**src/rtl/mips_pkg.sv**
```systemverilog
// Shared MIPS definitions: word width, PC increment and the fetch FSM
// state encoding, plus a small word-alignment helper.
package mips_pkg;

    localparam int unsigned LARGURA_PALAVRA = 32;

    localparam logic [LARGURA_PALAVRA-1:0] PC_INCREMENTO = 32'd4;

    typedef enum logic [1:0] {
        ESTADO_REQ     = 2'd0,
        ESTADO_ESPERA  = 2'd1,
        ESTADO_ENTREGA = 2'd2,
        ESTADO_ERRO    = 2'd3
    } estado_t;

    function automatic logic alinhado(
        input logic [LARGURA_PALAVRA-1:0] endereco
    );
        return endereco[1:0] == 2'b00;
    endfunction

endpackage

```
**src/rtl/pc_reg.sv**
```systemverilog
// Program-counter register with synchronous reset to RESET_PC.
// Ports: clock, reset, load (enable), d (next value), q (current PC).
module pc_reg
    import mips_pkg::*;
#(
    parameter logic [LARGURA_PALAVRA-1:0] RESET_PC = '0
) (
    input  logic                       clock,
    input  logic                       reset,
    input  logic                       load,
    input  logic [LARGURA_PALAVRA-1:0] d,
    output logic [LARGURA_PALAVRA-1:0] q
);

    always_ff @(posedge clock) begin
        if (reset) begin
            q <= RESET_PC;
        end else if (load) begin
            q <= d;
        end
    end

endmodule

```
**src/rtl/fetch_pc.sv**
```systemverilog
// PC register and instruction-fetch sequencer: one imem read per
// instruction, fetched word handed to decode over valid/ready.
// Ports: clock/reset; proximo_pc in, pc/pc4 out; imem_req_* request
// channel; imem_resp_* response; instr_* decode handshake;
// erro_alinhamento sticky misaligned-PC flag.
module fetch_pc
    import mips_pkg::*;
#(
    parameter logic [LARGURA_PALAVRA-1:0] RESET_PC = 32'h0000_0000
) (
    input  logic                       clock,
    input  logic                       reset,
    input  logic [LARGURA_PALAVRA-1:0] proximo_pc,
    output logic [LARGURA_PALAVRA-1:0] pc4,
    output logic [LARGURA_PALAVRA-1:0] pc,
    output logic                       imem_req_valid,
    output logic [LARGURA_PALAVRA-1:0] imem_req_addr,
    input  logic                       imem_req_ready,
    input  logic                       imem_resp_valid,
    input  logic [LARGURA_PALAVRA-1:0] imem_resp_data,
    output logic                       instr_valid,
    output logic [LARGURA_PALAVRA-1:0] instr,
    output logic [LARGURA_PALAVRA-1:0] instr_pc,
    input  logic                       instr_ready,
    output logic                       erro_alinhamento
);

    estado_t estado;
    estado_t estado_n;

    logic req_valid_q;
    logic req_valid_n;
    logic instr_valid_q;
    logic instr_valid_n;
    logic erro_q;
    logic erro_n;
    logic carrega_pc;
    logic captura;

    logic [LARGURA_PALAVRA-1:0] instr_q;
    logic [LARGURA_PALAVRA-1:0] instr_pc_q;

    pc_reg #(
        .RESET_PC (RESET_PC)
    ) u_pc_reg (
        .clock (clock),
        .reset (reset),
        .load  (carrega_pc),
        .d     (proximo_pc),
        .q     (pc)
    );

    assign pc4           = pc + PC_INCREMENTO;
    assign imem_req_addr = pc;

    always_comb begin
        estado_n   = estado;
        carrega_pc = 1'b0;
        captura    = 1'b0;
        erro_n     = erro_q;

        unique case (estado)
            ESTADO_REQ: begin
                // Valid is held low for the first cycle out of reset,
                // so a handshake can only happen once it is raised.
                if (req_valid_q && imem_req_ready) begin
                    estado_n = ESTADO_ESPERA;
                end
            end
            ESTADO_ESPERA: begin
                if (imem_resp_valid) begin
                    captura  = 1'b1;
                    estado_n = ESTADO_ENTREGA;
                end
            end
            ESTADO_ENTREGA: begin
                if (instr_ready) begin
                    if (alinhado(proximo_pc)) begin
                        carrega_pc = 1'b1;
                        estado_n   = ESTADO_REQ;
                    end else begin
                        erro_n   = 1'b1;
                        estado_n = ESTADO_ERRO;
                    end
                end
            end
            ESTADO_ERRO: begin
                estado_n = ESTADO_ERRO;
            end
        endcase

        // Valids are registered copies of the next state, so neither
        // ready input reaches an output combinationally.
        req_valid_n   = (estado_n == ESTADO_REQ);
        instr_valid_n = (estado_n == ESTADO_ENTREGA);
    end

    always_ff @(posedge clock) begin
        if (reset) begin
            estado        <= ESTADO_REQ;
            req_valid_q   <= 1'b0;
            instr_valid_q <= 1'b0;
            erro_q        <= 1'b0;
            instr_q       <= '0;
            instr_pc_q    <= '0;
        end else begin
            estado        <= estado_n;
            req_valid_q   <= req_valid_n;
            instr_valid_q <= instr_valid_n;
            erro_q        <= erro_n;
            if (captura) begin
                instr_q    <= imem_resp_data;
                instr_pc_q <= pc;
            end
        end
    end

    assign imem_req_valid   = req_valid_q;
    assign instr_valid      = instr_valid_q;
    assign instr            = instr_q;
    assign instr_pc         = instr_pc_q;
    assign erro_alinhamento = erro_q;

endmodule

```
**config.mk**
```make
export PLATFORM = sky130hd
export DESIGN_NAME = fetch_pc
export DESIGN_NICKNAME = d
export VERILOG_FILES = /design/src/rtl/mips_pkg.sv /design/src/rtl/pc_reg.sv /design/src/rtl/fetch_pc.sv
export SDC_FILE = /design/constraint.sdc
export NUM_CORES = 1
export LEC_CHECK = 0
export BUFFER_PORTS_ARGS = -buffer_cell sky130_fd_sc_hd__buf_2
export CAP_MARGIN = 5
export CORE_MARGIN = 2
export CORE_UTILIZATION = 30
export DETAILED_ROUTE_END_ITERATION = 16
export RECOVER_POWER = 50
export SYNTH_ARGS = -nofsm -noshare
export SYNTH_HDL_FRONTEND = slang
export SYNTH_SLANG_ARGS = --single-unit
export TNS_END_PERCENT = 30
```
**constraint.sdc**
```tcl
create_clock -name clock -period 1.8 [get_ports clock]
set_input_delay 0.09 -clock clock [delete_from_list [all_inputs] [get_ports clock]]
set_output_delay 0.09 -clock clock [all_outputs]
set_load 0.05 [all_outputs]
```
==> results of run 1 <==
==> power breakdown <==
part / switching (mW) / internal [mW] / total, mW
Sequential: 0.0358 / 2.27 / 2.30
Clock: 0.911 / 0.959 / 1.87
Combinational: 0.471 / 0.258 / 0.729
==> final timing paths <==
path / startpoint / to / slack, ns / depth (start not counted)
worst max register to register: estado[0] / instr[13] / 0.29 / 5
worst min register to register: instr_pc[12] / instr_pc[12] / 0.45 / 2
worst max-delay path: u_pc_reg.q[13] / pc4[30] / -0.26 / 5
worst min-delay path: proximo_pc[16] / u_pc_reg.q[16] / 0.02 / 3
==> final cells by class <==
type                            count  area share
Clock inverter                      7    0.007781
Multi-Input combinational cell    384      0.3270
Tap cell                          184     0.03182
Clock buffer                        9     0.03113
Inverter                            8    0.004150
Timing Repair Buffer              344      0.3085
Sequential cell                   101      0.2896
==> stage by stage <==
stage | std cells | TNS [ns] | cell area, um^2 | utilization
after global placement | 954 | -0.01495 | 6158 | 0.4286
final | 1037 | -3.264 | 7236 | 0.5036
after detailed placement | 954 | -0.03498 | 6158 | 0.4286
after CTS | 1032 | -4.005 | 7296 | 0.5078
after floorplan | 562 | -2.515 | 4753 | -
after global routing | 1037 | -4.970 | 7236 | 0.5036
==> flip-flops by register name, summed over array words and instances, names as in the netlist <==
signal / flops
instr_pc: 32
instr: 32
imem_req_valid: 1
instr_valid: 1
u_pc_reg.q: 32
erro_alinhamento: 1
estado: 2
==> worst max-delay path, cell delays in order (launching register included) <==
cell	delay (ns)
dfxtp_4	0.36
nand4_4	0.10
or3_4	0.48
nor4_4	0.31
xor2_4	0.19
buf_6	0.18
==> kinds of logic after synthesis <==
| logic type | Yosys count |
|---|---|
| AND/OR/NAND/NOR | 255 |
| buffers and inverters | 77 |
| flip-flops | 101 |
| AO/OA/AOI/OAI | 100 |
| adder cells (fa/ha/maj) | 1 |
| XOR/XNOR | 28 |
==> synth_stat cells, types with 2 or more instances <==
cell type and number:
nor3_1 6, nor4_4 2, nor3b_1 3, nor2_1 10, and2_1 2, nand4_1 6, inv_1 8, nor4_1 2
nor3_2 2, nor4_2 2, and3_1 4, or2_2 2, a21oi_1 96, buf_2 2, xor2_1 15, and4_1 3
dfxtp_1 101, nand3_1 12, a211oi_1 2, xnor2_1 13, buf_4 34, nand2_1 196, clkbuf_1 32
==> routing by layer <==
layer  vias up  GRT usage  wire [um]
met1      2168     0.2298       6421
met3         6    0.04167        760
met5         -          0          0
li1       2360          -          -
met4         0    0.05750        127
met2       151     0.3018       7068
==> what timing repair did <==
item | in CTS | in global routing
pin swaps | 6 | 5
cloned | 1 | 0
endpoints found under the hold margin | 60 | 0
hold buffers | 60 | 0
resized for setup | 58 | 10
endpoints found under the setup margin | 22 | 22
buffers inserted | 1 | 5
==> metrics.txt, run 1 <==
pre-CTS WS -0.02498 ns; Yosys top cell by area dfxtp_1; synthesized area 4349 um^2; main combinational cell family by area after synthesis simple AND/OR/NAND/NOR gates; synth top area cells dfxtp_1 46%, nand2_1 17%, a21oi_1 11%; CTS tree done; worst hold slack 0.02225 ns; adder-cell share of the synthesized area 0.002877; failing checks negative setup slack; LEAKAGE 2.896 nW; maximum VDD drop 399.7 uV; most frequent cells in the layout 196 x nand2_1, 117 x clkbuf_1, 96 x a21oi_1, 91 x buf_2, 74 x dfxtp_1; CTS max path bufs 2; Post-Synth XOR/XNOR Area 0.05639; share of flip-flops with an asynchronous set or reset 0; Max transition margin 0.5836; Post-synth top flop dfxtp_1; Hold WC Path Type input port to flip-flop; dpl hpwl 9766 um; Hold Fails Final Rpt 0; Synth Area in Compound Gates 0.1180; Ports 232; final WL 14380 um; simple logic cell fraction of the synthesized area 0.2598; most common cell after layout, fill and taps aside nand2_1; Mean Syn Cell Area 7.739 um^2; register area 2096 um^2; 1st-iter DRT viols 173; H-tree levels 3; Seq cells post-synth 101; CTS clk-pin slew, worst paths 0.07 ns; Starting Density 0.3027; Final Power 4.902 mW; fillers 1431; nets 918; number of global-route vias before repair 4355; Critical Path RT 1.71 ns; RSZ-0062 raised after global routing true; CP max FO 12; Multi-input gate area 2366 um^2; Crit Path Category flip-flop to output port; Area Overhead vs Synth 66.37%; ANT cells 0; total CTS buffers 9; GRT Total Usage 0.1802; vias per cell 4.518; Max-Cap Viols 0; outcome complete, but fails checks; Mapped Cells 562; initial antenna violation count 0; top-area cell type share of the netlist area 0.4649; final setup vio count 20; WL/cell 13.86 um; via count 4685; Unique masters post-synth 30; die footprint 15480 um^2; Slew @ Worst Pin 0.6273 ns; crit path time final 2.061 ns; Syn Nets 632; worst-skew pair later-pin latency 0.35 ns; Tcrit/Tclk final 1.145; total core area 14370 um^2; GRT overflow 0; I/O Buffers 231; CTS Root Cell clkbuf_16; Final GP Congestion 0.7540; DR pass1 iterations 4; die span in x 124.4 um; Setup crit start kind flip-flop; Core Rows 44; power per cell area 677.5 nW/um^2; CP endpoint kind output port; clk sinks 101; register area share after synthesis 0.4649; YS warnings 0; pin count of the biggest net entering global routing 46; Post-synth EDFFs 0; Final Max Slew Viols 0; fmax 485.3 MHz; DRC Markers 0; Arr. time, crit path 1.97 ns; clock skew 0.008782 ns; mux share of post-synthesis cell area 0; Final WS setup -0.2606 ns; share of cells above drive strength 1 0.3060; global-route wire length before repair 22580 um; Routed Antenna Nets 0; die height 124.4 um
(Power assumes the default switching activity.)
==> run 2: changes to the inputs <==
ABC_AREA = 1   (was default)
==> run 2 against run 1 <==
Against the previous run: the flow still finishes with violations (negative setup slack); area after synthesis is 8.2% higher; register-to-register slack worse by 0.12 ns; sequential share of layout area is 0.98 points lower; sequential power is 7% higher; synthesized cell count is 17% higher; count of clock-buffer cells in the layout is 4 higher; critical path depth is 2 higher; clock power is 4% higher; die area is 7.9% higher; critical path type unchanged; critical endpoint is now pc4[19]; largest power group unchanged; highest routed layer unchanged.
==> metrics.txt, run 2 <==
outcome complete, but fails checks; failing checks negative setup slack; synthesized area 4705 um^2 (+8.2%); Hold WC Path Type input port to flip-flop; Syn Nets 729 (+15%); Routed Antenna Nets 0 (unchanged); Core Rows 45 (+2.3%); Arr. time, crit path 1.75 ns (-0.22 ns); vias per cell 4.482 (-0.79%); register area share after synthesis 0.4298 (-0.03511); clk sinks 101 (unchanged); nets 1012 (+10%); r2r startpoint estado[0]; power per cell area 774.3 nW/um^2 (+14%); die footprint 16700 um^2 (+7.9%); Max-Cap Viols 0 (unchanged); final core occ 0.4837 (-0.01985); fillers 1573 (+9.9%); Slew @ Worst Pin 0.7697 ns (+0.1424 ns); Yosys top cell by area dfxtp_1; fmax 543.3 MHz (+12%); CTS clk-pin slew, worst paths 0.07 ns (about the same); CTS tree done; Post-synth top flop dfxtp_1; Final GP Congestion 0.8689 (+15%); maximum VDD drop 442.8 uV (+11%); total CTS buffers 9 (unchanged); worst hold start proximo_pc[8]; r2r endpoint instr[29]; pin count of the biggest net entering global routing 79 (+72%); most common cell after layout, fill and taps aside nor2_1; R2R depth 5 (unchanged); Final WS setup -0.04054 ns (+0.2201 ns); CTS Root Cell clkbuf_16; share of cells above drive strength 1 0.3108 (+0.004803); die height 129.2 um (+3.9%); RSZ-0062 raised after global routing true; Hold Fails Final Rpt 0 (unchanged); final setup vio count 3 (-85%); Mean Syn Cell Area 7.139 um^2 (-7.8%); Unique masters post-synth 25 (-17%); Hold EP u_pc_reg.q[8]; Crit Path Category flip-flop to output port; number of global-route vias before repair 4874 (+12%); worst-skew pair later-pin latency 0.35 ns (about the same); Final Power 5.715 mW (+17%); GRT Total Usage 0.1933 (+0.01316); ANT cells 0 (unchanged); DR pass1 iterations 4 (unchanged); Seq cells post-synth 101 (unchanged); worst hold stages 3 (unchanged); Mapped Cells 659 (+17%); Max transition margin 0.4869 (-0.09672); CP max FO 4 (-8); Critical Path RT 1.71 ns (about the same); Post-synth EDFFs 0 (unchanged); I/O Buffers 231 (unchanged); Tcrit/Tclk final 1.023 (-0.1223); top-area cell type share of the netlist area 0.4298 (-0.03511); LEAKAGE 3.300 nW (+14%); global-route wire length before repair 25220 um (+12%); most frequent cell after synthesis nor2_1; CP endpoint kind output port; most frequent cells in the layout 163 x nor2_1, 119 x clkbuf_1, 91 x o21ai_0, 91 x buf_2, 82 x dfxtp_1; crit path time final 1.841 ns (-0.2201 ns); CTS max path bufs 2 (unchanged); TNS Setup -0.04782 ns (+3.216 ns); YS warnings 0 (unchanged); total core area 15260 um^2 (+6.2%); worst hold slack 0.006058 ns (-0.01619 ns); DRC Markers 0 (unchanged); share of flip-flops with an asynchronous set or reset 0 (unchanged); 1st-iter DRT viols 200 (+16%); list of most frequent post-synthesis cells 187 x nor2_1, 101 x dfxtp_1, 96 x nand2_1; Setup crit start kind flip-flop; reg2reg setup slack 0.17 ns (-0.12 ns); clock skew 0.005721 ns (-0.003060 ns); dpl hpwl 11180 um (+14%); die span in x 129.2 um (+3.9%); initial antenna violation count 0 (unchanged); Ports 232 (unchanged); Starting Density 0.3083 (+0.005641); synth top area cells dfxtp_1 43%, nor2_1 15%, o21ai_0 9.9%; via count 5186 (+11%); WL/cell 14.13 um (+1.9%); final WL 16350 um (+14%); Area Overhead vs Synth 56.89%; GRT overflow 0 (unchanged); Final Max Slew Viols 0 (unchanged); H-tree levels 3 (unchanged)
## run 2: what timing repair did
item / in CTS / in global routing
hold buffers: 62 / 0
hold endpoints to repair: 63 / 0
resized for setup: 78 / 53
endpoints found under the setup margin: 26 / 24
pin swaps: 9 / 21
buffers inserted: 6 / 2
## run 2: where the power goes
part	total [mW]	switching, mW	internal [mW]
clock	1.95	0.843	1.11
sequential	2.47	0.0861	2.38
combinational	1.29	0.956	0.337
## run 2: logic make-up (layout without fill, tap and decap cells)
kind of cell	count (synthesis)	after routing	synth area share
XOR/XNOR	15	15	0.02793
buffers and inverters	95	382	0.1205
adder cells (fa/ha/maj)	1	1	0.002659
AO/OA/AOI/OAI	111	111	0.1189
flip-flops	101	101	0.4298
AND/OR/NAND/NOR	336	336	0.3003
## run 2: layout make-up
| type | instances | area (um^2) | share of cell area |
|---|---|---|---|
| Clock buffer | 13 | 250.2 | 0.03390 |
| Inverter | 31 | 125.1 | 0.01695 |
| Tap cell | 211 | 264.0 | 0.03577 |
| Timing Repair Buffer | 336 | 2132 | 0.2889 |
| Sequential cell | 101 | 2066 | 0.2799 |
| Clock inverter | 2 | 35.03 | 0.004747 |
| Multi-Input combinational cell | 463 | 2509 | 0.3399 |
## run 2: worst max path at each step
stage | startpoint | endpoint | slack (ns) | cells past startpoint
4_1_cts | u_pc_reg.q[2] | pc4[12] | -0.05 | 7
3_3_place_gp | u_pc_reg.q[2] | pc4[18] | 0.009 | 7
6_report | u_pc_reg.q[2] | pc4[19] | -0.04 | 7
5_1_grt | u_pc_reg.q[6] | pc4[20] | -0.11 | 7
2_1_floorplan | u_pc_reg.q[17] | pc4[18] | -0.04 | 5
3_5_place_dp | u_pc_reg.q[2] | pc4[18] | -0.03 | 7
## run 2: per-layer routing
| layer | GRT usage | vias up | wire (um) |
|---|---|---|---|
| met5 | 0 | - | 0 |
| met4 | 0.06074 | 0 | 237 |
| met3 | 0.04088 | 14 | 1047 |
| met2 | 0.3223 | 191 | 7923 |
| met1 | 0.2510 | 2378 | 7137 |
| li1 | - | 2603 | - |
## run 2: metrics by stage
step	setup WS, ns	std cells	instance area (um^2)
global route	-0.1057	1157	7381
CTS	-0.04539	1155	7362
finish	-0.04054	1157	7381
floorplan	-0.03752	659	4903
detailed placement	-0.02867	1072	6163
global placement	0.008881	1072	6163
## run 2: worst max-delay path: stages, from the launching register on
cell and delay [ns]:
dfxtp_4 0.39, clkinvlp_4 0.11, nor2_4 0.20, nand3b_1 0.22
nor2_1 0.15, nand2_1 0.06, nand2_1 0.06, buf_4 0.20
